### src/rtl/alarm_display_ctrl_pkg.sv
`default_nettype none
// ============================================================================
//  Module      : display_pkg
//  Description : Shared definitions for the alarm display controller:
//                active-high seven-segment glyphs ({g,f,e,d,c,b,a}) and
//                the alarm FSM state encoding.
//  Revision    : 1.0  initial release
// ============================================================================
package display_pkg;

    // Active-high glyphs, bit order {g,f,e,d,c,b,a}
    localparam logic [6:0] SEG_0     = 7'b0111111;
    localparam logic [6:0] SEG_1     = 7'b0000110;
    localparam logic [6:0] SEG_2     = 7'b1011011;
    localparam logic [6:0] SEG_3     = 7'b1001111;
    localparam logic [6:0] SEG_4     = 7'b1100110;
    localparam logic [6:0] SEG_5     = 7'b1101101;
    localparam logic [6:0] SEG_6     = 7'b1111101;
    localparam logic [6:0] SEG_7     = 7'b0000111;
    localparam logic [6:0] SEG_8     = 7'b1111111;
    localparam logic [6:0] SEG_9     = 7'b1101111;
    localparam logic [6:0] SEG_DASH  = 7'b1000000;
    localparam logic [6:0] SEG_BLANK = 7'b0000000;

    // Alarm FSM states
    typedef enum logic [1:0] {
        IDLE    = 2'd0,
        RINGING = 2'd1,
        ACKED   = 2'd2
    } alarm_state_t;

endpackage : display_pkg
`default_nettype wire

### src/rtl/alarm_display_ctrl_if.sv
`default_nettype none
// ============================================================================
//  Module      : alarm_display_ctrl_if
//  Description : Bundle of load/digit/alarm inputs and segment/LED outputs
//                between the clock top level (master) and the display
//                controller (slave).
//  Revision    : 1.0  initial release
// ============================================================================
interface alarm_display_ctrl_if #(
    parameter int NUM_DIGITS = 6,
    parameter int NUM_LEDS   = 10
);
    logic                      load;
    logic [4*NUM_DIGITS-1:0]   bcd_in;
    logic [NUM_DIGITS-1:0]     blink_mask;
    logic                      alarm_trigger;
    logic                      alarm_ack;
    logic [7*NUM_DIGITS-1:0]   seg;
    logic [NUM_LEDS-1:0]       leds;
    logic                      alarm_active;

    modport master (
        output load, bcd_in, blink_mask, alarm_trigger, alarm_ack,
        input  seg, leds, alarm_active
    );

    modport slave (
        input  load, bcd_in, blink_mask, alarm_trigger, alarm_ack,
        output seg, leds, alarm_active
    );
endinterface : alarm_display_ctrl_if
`default_nettype wire

### src/rtl/alarm_display_ctrl_encoder.sv
`default_nettype none
// ============================================================================
//  Module      : bcd_seg_encoder
//  Description : Combinational 4-bit code to active-high seven-segment glyph.
//                Codes 0-9 give digits, 10-15 give a dash.
//  Revision    : 1.0  initial release
// ============================================================================
module bcd_seg_encoder
    import display_pkg::*;
(
    input  wire logic [3:0] i_code,
    output logic      [6:0] o_glyph
);

    // Glyph lookup
    always_comb begin
        o_glyph = SEG_DASH;
        case (i_code)
            4'd0:    o_glyph = SEG_0;
            4'd1:    o_glyph = SEG_1;
            4'd2:    o_glyph = SEG_2;
            4'd3:    o_glyph = SEG_3;
            4'd4:    o_glyph = SEG_4;
            4'd5:    o_glyph = SEG_5;
            4'd6:    o_glyph = SEG_6;
            4'd7:    o_glyph = SEG_7;
            4'd8:    o_glyph = SEG_8;
            4'd9:    o_glyph = SEG_9;
            default: o_glyph = SEG_DASH;
        endcase
    end

endmodule : bcd_seg_encoder
`default_nettype wire

### src/rtl/alarm_display_ctrl.sv
`default_nettype none
// ============================================================================
//  Module      : alarm_display_ctrl
//  Description : Latches NUM_DIGITS BCD digits and drives registered
//                seven-segment outputs with per-digit blinking; runs the
//                alarm FSM with a walking-LED pattern and user acknowledge.
//                Optional macro LEADING_ZERO_BLANK_EN blanks zero digits
//                above the most significant non-zero digit.
//  Revision    : 1.0  initial release
// ============================================================================
module alarm_display_ctrl
    import display_pkg::*;
#(
    parameter int NUM_DIGITS     = 6,
    parameter int NUM_LEDS       = 10,
    parameter int CLK_HZ         = 50_000_000,
    parameter int BLINK_HZ       = 2,
    parameter int SEG_ACTIVE_LOW = 1
) (
    input  wire logic          clk,
    input  wire logic          reset,
    alarm_display_ctrl_if.slave bus
);

    localparam int c_half_raw = CLK_HZ / (2 * BLINK_HZ);
    localparam int c_half     = (c_half_raw < 1) ? 1 : c_half_raw;
    localparam int c_cnt_w    = (c_half > 1) ? $clog2(c_half) : 1;
    localparam logic [c_cnt_w-1:0] c_cnt_last = c_cnt_w'(c_half - 1);
    localparam logic [7*NUM_DIGITS-1:0] c_seg_reset =
        (SEG_ACTIVE_LOW != 0) ? {(7*NUM_DIGITS){1'b1}} : {(7*NUM_DIGITS){1'b0}};

    // Registers
    logic [c_cnt_w-1:0]      cnt_q,    cnt_d;
    logic                    phase_q,  phase_d;
    logic [4*NUM_DIGITS-1:0] digits_q, digits_d;
    logic [NUM_DIGITS-1:0]   mask_q,   mask_d;
    logic [7*NUM_DIGITS-1:0] seg_q,    seg_d;
    alarm_state_t            state_q,  state_d;
    logic [NUM_LEDS-1:0]     leds_q,   leds_d;
    logic                    active_q, active_d;
    logic                    trig_prev_q, trig_prev_d;

    logic                    w_tick;
    logic                    w_rise;
    logic [6:0]              w_glyph [NUM_DIGITS];
    logic [NUM_DIGITS-1:0]   w_lz_blank;

    // Prescaler and blink phase; load has no influence here
    always_comb begin
        w_tick  = (cnt_q == c_cnt_last);
        cnt_d   = w_tick ? '0 : cnt_q + c_cnt_w'(1);
        phase_d = phase_q ^ w_tick;
    end

    // Digit and mask capture on load strobe
    always_comb begin
        digits_d = bus.load ? bus.bcd_in     : digits_q;
        mask_d   = bus.load ? bus.blink_mask : mask_q;
    end

    // One glyph encoder per digit
    for (genvar gi = 0; gi < NUM_DIGITS; gi++) begin : g_digit
        bcd_seg_encoder u_enc (
            .i_code  (digits_q[4*gi +: 4]),
            .o_glyph (w_glyph[gi])
        );
    end

    // Leading-zero suppression: a digit is blank when it and every digit above are zero
`ifdef LEADING_ZERO_BLANK_EN
    always_comb begin
        logic run;
        run        = 1'b1;
        w_lz_blank = '0;
        for (int i = NUM_DIGITS - 1; i >= 0; i--) begin
            run           = run & (digits_q[4*i +: 4] == 4'd0);
            w_lz_blank[i] = run && (i != 0);
        end
    end
`else
    always_comb begin
        w_lz_blank = '0;
    end
`endif

    // Final per-digit blanking and polarity, registered next cycle
    always_comb begin
        logic [6:0] g;
        seg_d = '0;
        for (int i = 0; i < NUM_DIGITS; i++) begin
            if ((mask_q[i] && !phase_q) || w_lz_blank[i]) begin
                g = SEG_BLANK;
            end else begin
                g = w_glyph[i];
            end
            seg_d[7*i +: 7] = (SEG_ACTIVE_LOW != 0) ? ~g : g;
        end
    end

    // Alarm FSM next-state and LED pattern
    always_comb begin
        w_rise      = bus.alarm_trigger && !trig_prev_q;
        trig_prev_d = bus.alarm_trigger;
        state_d     = state_q;
        leds_d      = leds_q;
        active_d    = active_q;
        case (state_q)
            IDLE: begin
                leds_d   = '0;
                active_d = 1'b0;
                if (w_rise) begin
                    state_d  = RINGING;
                    leds_d   = NUM_LEDS'(1);
                    active_d = 1'b1;
                end
            end
            RINGING: begin
                if (!bus.alarm_trigger) begin
                    state_d  = IDLE;
                    leds_d   = '0;
                    active_d = 1'b0;
                end else if (bus.alarm_ack) begin
                    state_d  = ACKED;
                    leds_d   = '0;
                    active_d = 1'b0;
                end else if (w_tick) begin
                    leds_d = {leds_q[NUM_LEDS-2:0], leds_q[NUM_LEDS-1]};
                end
            end
            ACKED: begin
                leds_d   = '0;
                active_d = 1'b0;
                if (!bus.alarm_trigger) begin
                    state_d = IDLE;
                end
            end
            default: begin
                state_d  = IDLE;
                leds_d   = '0;
                active_d = 1'b0;
            end
        endcase
    end

    // Display-path registers
    always_ff @(posedge clk or posedge reset) begin
        if (reset) begin
            cnt_q    <= '0;
            phase_q  <= 1'b1;
            digits_q <= '0;
            mask_q   <= '0;
            seg_q    <= c_seg_reset;
        end else begin
            cnt_q    <= cnt_d;
            phase_q  <= phase_d;
            digits_q <= digits_d;
            mask_q   <= mask_d;
            seg_q    <= seg_d;
        end
    end

    // Alarm FSM registers; previous trigger resets high so a held trigger cannot ring
    always_ff @(posedge clk or posedge reset) begin
        if (reset) begin
            state_q     <= IDLE;
            leds_q      <= '0;
            active_q    <= 1'b0;
            trig_prev_q <= 1'b1;
        end else begin
            state_q     <= state_d;
            leds_q      <= leds_d;
            active_q    <= active_d;
            trig_prev_q <= trig_prev_d;
        end
    end

    assign bus.seg          = seg_q;
    assign bus.leds         = leds_q;
    assign bus.alarm_active = active_q;

endmodule : alarm_display_ctrl
`default_nettype wire

### src/flat_wrapper.sv
// flat-port wrapper written by rule: the top's interface ports become plain ports
module alarm_display_ctrl_flat import display_pkg::*;
#(
    parameter int NUM_DIGITS     = 6,
    parameter int NUM_LEDS       = 10,
    parameter int CLK_HZ         = 50_000_000,
    parameter int BLINK_HZ       = 2,
    parameter int SEG_ACTIVE_LOW = 1
)
  (clk, reset, bus_load, bus_bcd_in, bus_blink_mask, bus_alarm_trigger, bus_alarm_ack, bus_seg, bus_leds, bus_alarm_active);
  alarm_display_ctrl_if #(.NUM_DIGITS(NUM_DIGITS), .NUM_LEDS(NUM_LEDS)) bus_i ();
  input  wire logic clk;
  input  wire logic reset;
  input wire logic [$bits(bus_i.load)-1:0] bus_load;
  input wire logic [$bits(bus_i.bcd_in)-1:0] bus_bcd_in;
  input wire logic [$bits(bus_i.blink_mask)-1:0] bus_blink_mask;
  input wire logic [$bits(bus_i.alarm_trigger)-1:0] bus_alarm_trigger;
  input wire logic [$bits(bus_i.alarm_ack)-1:0] bus_alarm_ack;
  output wire logic [$bits(bus_i.seg)-1:0] bus_seg;
  output wire logic [$bits(bus_i.leds)-1:0] bus_leds;
  output wire logic [$bits(bus_i.alarm_active)-1:0] bus_alarm_active;
  assign bus_i.load = bus_load;
  assign bus_i.bcd_in = bus_bcd_in;
  assign bus_i.blink_mask = bus_blink_mask;
  assign bus_i.alarm_trigger = bus_alarm_trigger;
  assign bus_i.alarm_ack = bus_alarm_ack;
  assign bus_seg = bus_i.seg;
  assign bus_leds = bus_i.leds;
  assign bus_alarm_active = bus_i.alarm_active;
  alarm_display_ctrl #(.NUM_DIGITS(NUM_DIGITS), .NUM_LEDS(NUM_LEDS), .CLK_HZ(CLK_HZ), .BLINK_HZ(BLINK_HZ), .SEG_ACTIVE_LOW(SEG_ACTIVE_LOW)) u_core (.clk(clk), .reset(reset), .bus(bus_i));
endmodule
### config.mk
export PLATFORM = sky130hd
export DESIGN_NAME = alarm_display_ctrl_flat
export DESIGN_NICKNAME = d
export VERILOG_FILES = /design/src/rtl/alarm_display_ctrl_pkg.sv /design/src/rtl/alarm_display_ctrl_if.sv /design/src/rtl/alarm_display_ctrl_encoder.sv /design/src/rtl/alarm_display_ctrl.sv /design/src/flat_wrapper.sv
export SDC_FILE = /design/constraint.sdc
export NUM_CORES = 1
export LEC_CHECK = 0
export CORE_MARGIN = 2
export CORE_UTILIZATION = 60
export CTS_BUF_LIST = sky130_fd_sc_hd__clkbuf_8
export CTS_CLUSTER_SIZE = 10
export DETAILED_ROUTE_END_ITERATION = 8
export GPL_ROUTABILITY_DRIVEN = 1
export GPL_TIMING_DRIVEN = 0
export PLACE_DENSITY_LB_ADDON = 0.08
export SETUP_SLACK_MARGIN = 0.5
export SYNTH_ARGS = -nofsm -noshare
export SYNTH_HDL_FRONTEND = slang
export SYNTH_HIERARCHICAL = 1
export SYNTH_SLANG_ARGS = --single-unit
### constraint.sdc
create_clock -name clk -period 6.1 [get_ports clk]
set_clock_uncertainty 0.15 [all_clocks]
set_input_delay 1.22 -clock clk [delete_from_list [all_inputs] [get_ports clk]]
set_output_delay 1.22 -clock clk [all_outputs]
set_load 0.05 [all_outputs]
==> results_dict.tcl, run 1 <==
set metrics [dict create \
    seq_area_um2 2833 \
    cp_cell_sequence "clkdlybuf4s50_1" \
    startpoint_type "register" \
    met2_length_um 5556 \
    worst_slew_pin_slew_ps 746.5 \
    clock_path_buffers 2 \
    nFillCells 677 \
    p_switching_mw 0.5547 \
    wire_per_inst_um 14.91 \
    cp-end-kind "output port" \
    status "complete, no violations" \
    hold_class "reg2reg" \
    ir_drop_mv 0.1350 \
    syn-num-nets 581 \
    final_hold_viol_count 0 \
    rsz0062_at_grt "no" \
    dp_hpwl_um 7883 \
    cp_num_buf_inv 1 \
    crit_path_max_incr_delay_ps 820 \
    io_buffer_count 86 \
    p_total_mw 1.722 \
    cts_tree "yes" \
    diodes 0 \
    worst-endpoint-required_ps 4730 \
    synth.yosys.seq_area_share_pct 50.10 \
    critPathKind "reg2out" \
    cts.sinks 111 \
    ys_ff_latch 111 \
    die_w_um 101.1 \
    wl_met3_um 346 \
    route.detailed.drc 0 \
    area_growth_pct 21.46 \
    wl_met1_um 4777 \
    p_leak_nw 2.977 \
    post-cts-setup-buffers 0 \
    drt-total-wl_um 10780 \
    p_clk_share_pct 23.7 \
    crit-reg2reg-launch "u_core/cnt_q[9]$_DFF_PP0_" \
    post_dp_cell_area_um2 6684 \
    fin_area_um2 6868 \
    seqPwrFrac_pct 49.8 \
    top_layer_used "met4" \
    min_from "u_core/cnt_q[0]$_DFF_PP0_" \
    fmax_ghz 0.3241 \
    grt_pass1_vias 3921 \
    period_share_pct 50.59 \
    dieArea_um2 10220 \
    gr-usage-all-layers_pct 22.13 \
    clk_root_buffer_cell "clkbuf_8" \
    vias 3970 \
    grt_overflow 0 \
    swShare_pct 32.21 \
    gp_congestion 0.8562 \
    fin_setup_tns_ps 0 \
    holdWs_ps 340.8 \
    rows 35 \
    synth-edff-count 0 \
    grt_pass1_wl_um 18040 \
    layout_min_cycle_time_ps 3086 \
    boundaryPins 88 \
    placed_cells 707 \
    antenna_left 0 \
    avgSynthCellArea_um2 11.11 \
    crit_family "buffers and inverters" \
    drt_iter0_markers 189 \
    die_y_um 101.1 \
    finalMaxSlewViolations 0 \
    final_util_pct 74.68 \
    hold_buffers 0 \
    path_max_fanout 1 \
    p_int_mw 1.167 \
    clk_pin_slew_worst_paths_ps 100 \
    p_comb_share_pct 26.6 \
    yosys_warnings 6 \
    syn_inst 509 \
    antenna_found_initial 0 \
    netlist_area_um2 5654 \
    final-setup-viol-count 0 \
    grt_start_max_net_pins 59 \
    htree_levels 3 \
    ys_types 59 \
    cpMaxStageDelayCell "clkdlybuf4s50_1" \
    place_ws_ps 3369 \
    instances_no_fill 723 \
    initial_core_util_pct 61.48 \
    numCtsBuffers 9 \
    drive_above_1_share_pct 22.22 \
    dr.pass1.iters 4 \
    worst-endpoint-arrival_ps 1720 \
    multi_input_area_um2 2485 \
    fin_ws_ps 3014 \
    worst_slew_margin_rel_pct 50.23 \
    setup.worst_path.start "u_core/bus.seg[28]$_DFF_PP1_" \
    synthArstFlopShare_pct 100.0 \
    core_area_um2 9196 \
    fin_nets 679 \
    post_cts_resized 0 \
    ys.flop_type "dfrtp_1" \
    insertion_delay_ps 370 \
    viasPerCell 5.491 \
    drv_cap 0 \
    powerDensity_nw_per_um2 250.7 \
]
-- logic make-up after synthesis --
kind of cell | synth area share, %
buf+inv | 5.953
simple gates | 15.82
xor+xnor | 2.324
compound gates | 9.892
fa+ha+maj | 8.188
flops | 50.10
mux | 7.723
-- flip-flops by register name, summed over array words and instances (netlist names) --
name / flops
u_core/bus.seg: 42
u_core/cnt_q: 24
u_core/digits_q: 24
u_core/bus.leds: 10
u_core/mask_q: 6
u_core/state_q: 2
u_core/bus.alarm_active: 1
u_core/phase_q: 1
u_core/trig_prev_q: 1
-- power by group through the flow --
stage | combinational [mW] | clock [mW] | sequential [mW]
after floorplan | 0.181 | 0 | 1.01
after global placement | 0.443 | 0 | 0.869
after detailed placement | 0.459 | 0 | 0.871
after CTS | 0.460 | 0.416 | 0.858
after global routing | 0.493 | 0.451 | 0.865
final | 0.458 | 0.407 | 0.857
-- cell type report --
class	count	share of cell area (%)
repair buffers	87	12.93
plain buffers	25	2.988
well taps	111	2.022
clock buffers	10	2.004
multi-input cells	338	36.18
flip-flops and latches	111	41.25
clock inverters	6	0.6741
inverters	35	1.949
-- synth_stat cells (all sizes together) (2+ instances only) --
cell type	count	area, um^2
a21o	12	92.59
a21oi	15	75.07
a22oi	4	35.03
and2b	3	22.52
and3	2	13.77
and4	5	45.04
buf	18	177.7
clkbuf	7	27.52
dfrtp	67	1677
dfstp	44	1156
ha	37	462.9
inv	35	131.4
mux2	36	416.7
mux2i	2	20.02
nand2	56	210.2
nand2b	15	98.85
nand3	20	105.1
nand4	8	50.05
nor2	10	37.54
nor2b	10	77.58
nor3	2	10.01
nor3b	2	15.01
nor4	4	25.02
o21ai	25	125.1
o22ai	18	112.6
o31a	6	52.55
o31ai	2	15.01
or2	8	52.55
or3	3	23.77
or3b	2	17.52
or4	5	45.04
xnor2	8	70.07
xor2	7	61.31
-- placed cells by master (no fill, tap or decap), types with 3 or more instances in the layout --
cell,instances
clkdlybuf4s50_1,86
dfrtp_1,67
nand2_1,56
dfstp_2,44
ha_1,37
inv_1,34
mux2_2,33
nand3_1,19
o22ai_1,18
o21ai_0,16
a21oi_1,15
buf_6,14
nand2b_1,13
clkbuf_8,10
nor2_1,10
a21o_1,10
o21ai_1,9
nand4_1,8
xnor2_1,8
nor2b_1,8
xor2_1,7
clkbuf_1,6
o31a_1,6
or2_1,5
nor4_1,4
and4_1,4
buf_2,4
clkinv_4,3
or4_1,3
and2b_1,3
mux2_4,3
a22oi_1,3
-- final timing paths --
path,to,slack [ps],cells past startpoint
max in group asynchronous,u_core/bus.seg[6]$_DFF_PP1_,3900,3
worst max-delay path,bus_seg[28],3010,1
worst max register to register,u_core/cnt_q[3]$_DFF_PP0_,3890,5
min in group asynchronous,u_core/digits_q[13]$_DFFE_PP0P_,1140,2
worst min register to register,u_core/cnt_q[0]$_DFF_PP0_,340,1
worst min-delay path,u_core/cnt_q[0]$_DFF_PP0_,340,1
-- routing by layer --
metal | vias to the layer above | GRT usage [%]
met3 | 9 | 4.022
met1 | 1957 | 29.05
met5 | - | 0
li1 | 1941 | -
met2 | 63 | 38.10
met4 | 0 | 5.405
Note: power is estimated with default switching activity, not from simulation.
==> inputs of run 2 (changes only) <==
- CORE_UTILIZATION: 60 -> 56
- clock period: 6.1 -> 3.2 ns (I/O delays scaled with it)
==> results_dict.tcl, run 2 (same netlist as run 1, synthesis figures left out) <==
set metrics [dict create \
    status "complete, no violations" \
    dr.pass1.iters 4 \
    die_w_um 104.5 \
    drt_iter0_markers 110 \
    finalMaxSlewViolations 0 \
    insertion_delay_ps 360 \
    drv_cap 0 \
    core_area_um2 9774 \
    fin_area_um2 6935 \
    use_met2_pct 34.73 \
    powerDensity_nw_per_um2 477.4 \
    drt-total-wl_um 10570 \
    dp_hpwl_um 7866 \
    cp_num_buf_inv 1 \
    use_met3_pct 2.945 \
    p_leak_nw 3.008 \
    clock_path_buffers 2 \
    boundaryPins 88 \
    worst_slew_pin_slew_ps 669.9 \
    gr-usage-all-layers_pct 20.18 \
    route.detailed.drc 0 \
    layout_min_cycle_time_ps 2485 \
    gp_congestion 0.8355 \
    holdPathEnd "u_core/cnt_q[21]$_DFF_PP0_" \
    wire_per_inst_um 14.15 \
    holdWs_ps 347.5 \
    cts_tree "yes" \
    grt_start_max_net_pins 36 \
    diodes 0 \
    cpMaxStageDelayCell "clkdlybuf4s50_1" \
    rows 36 \
    path_max_fanout 1 \
    worst_slew_margin_rel_pct 55.34 \
    post_cts_resized 0 \
    period_share_pct 77.66 \
    htree_levels 3 \
    dieArea_um2 10920 \
    grt_overflow 0 \
    largest_reg_flops 42 \
    antenna_left 0 \
    clk_root_buffer_cell "clkbuf_8" \
    antenna_found_initial 0 \
    vias 3911 \
    viasPerCell 5.236 \
    io_buffer_count 86 \
    min_path_cells 1 \
    fin_setup_tns_ps 0 \
    worst-path-stages 1 \
    worst-endpoint-arrival_ps 1690 \
    drive_above_1_share_pct 22.15 \
    post-cts-setup-buffers 0 \
    die_y_um 104.5 \
    layout_common_cells "86 x clkdlybuf4s50_1, 67 x dfrtp_1, 56 x nand2_1, 44 x dfstp_2, 37 x ha_1" \
    grt_pass1_wl_um 17880 \
    fin_nets 681 \
    critPathKind "reg2out" \
    crit-reg2reg-launch "u_core/cnt_q[4]$_DFF_PP0_" \
    nFillCells 742 \
    rrSetupSlack_ps 920 \
    numCtsBuffers 9 \
    ir_drop_mv 0.2815 \
    fmax_ghz 0.4024 \
    reg2reg_depth 6 \
    final_hold_viol_count 0 \
    crit_family "buffers and inverters" \
    clk_pin_slew_worst_paths_ps 90 \
    top_usage_layer "met2" \
    placed_cells 731 \
    instances_no_fill 747 \
    worst-endpoint-required_ps 2410 \
    worst_r2r_endpoint "u_core/cnt_q[17]$_DFF_PP0_" \
    cp_cell_sequence "clkdlybuf4s50_1" \
    hold_buffers 0 \
    hold_class "reg2reg" \
    min_from "u_core/cnt_q[21]$_DFF_PP0_" \
    grt_pass1_vias 3861 \
    met1_usage_pct 26.15 \
    mostFrequentLayoutCell "clkdlybuf4s50_1" \
    post_dp_cell_area_um2 6745 \
    final-setup-viol-count 0 \
    cts.sinks 111 \
    rsz0062_at_grt "no" \
    initial_core_util_pct 57.85 \
    startpoint_type "register" \
    area_growth_pct 22.66 \
    crit_path_max_incr_delay_ps 800 \
    cp-end-kind "output port" \
]
==> run 2: area by class of cell <==
type                       count  area (um^2)  area share (%)
buffer                        25        205.2           2.959
clock buffer                  10        137.6           1.984
clock inverter                 6        52.55          0.7577
inverter                      35        135.1           1.948
multi-input combinational    338         2485           35.83
sequential                   111         2833           40.84
tap                          133        166.4           2.399
timing repair buffer          89        920.9           13.28
==> run 2: routing by layer <==
| layer | vias up | wire, um | part of all wire, % |
|---|---|---|---|
| li1 | 1944 | - | - |
| met1 | 1889 | 4779 | 45 |
| met2 | 76 | 5265 | 50 |
| met3 | 2 | 492 | 4.7 |
| met4 | 0 | 36 | 0.34 |
| met5 | - | 0 | 0 |
==> run 2: power breakdown <==
group / internal, mW / total, mW / switching (mW)
sequential: 1.56 / 1.63 / 0.0695
combinational: 0.356 / 0.872 / 0.515
clock: 0.374 / 0.805 / 0.431
==> run 2: worst max-delay path by stage <==
stage                            startpoint                                   to  slack (ps)
6_report       u_core/bus.seg[31]$_DFF_PP1_                          bus_seg[31]         720
3_5_place_dp      u_core/cnt_q[4]$_DFF_PP0_           u_core/cnt_q[17]$_DFF_PP0_         930
4_1_cts        u_core/bus.seg[14]$_DFF_PP1_                          bus_seg[14]         680
3_3_place_gp                          reset      u_core/digits_q[23]$_DFFE_PP0P_          80
5_1_grt        u_core/bus.seg[34]$_DFF_PP1_                          bus_seg[34]         670
2_1_floorplan                         reset  u_core/bus.alarm_active$_DFFE_PP0P_        1100
==> run 2: through the flow <==
| step | worst slack, ps | total power, mW | utilization (%) |
|---|---|---|---|
| 4_1_cts | 683.8 | 3.345 | 70.95 |
| 6_report | 715.0 | 3.311 | 70.95 |
| 3_3_place_gp | 80.71 | 2.503 | 68.39 |
| 5_1_grt | 668.5 | 3.479 | 70.95 |
| 3_5_place_dp | 931.1 | 2.535 | 69.01 |
| 2_1_floorplan | 1102 | 2.270 | - |
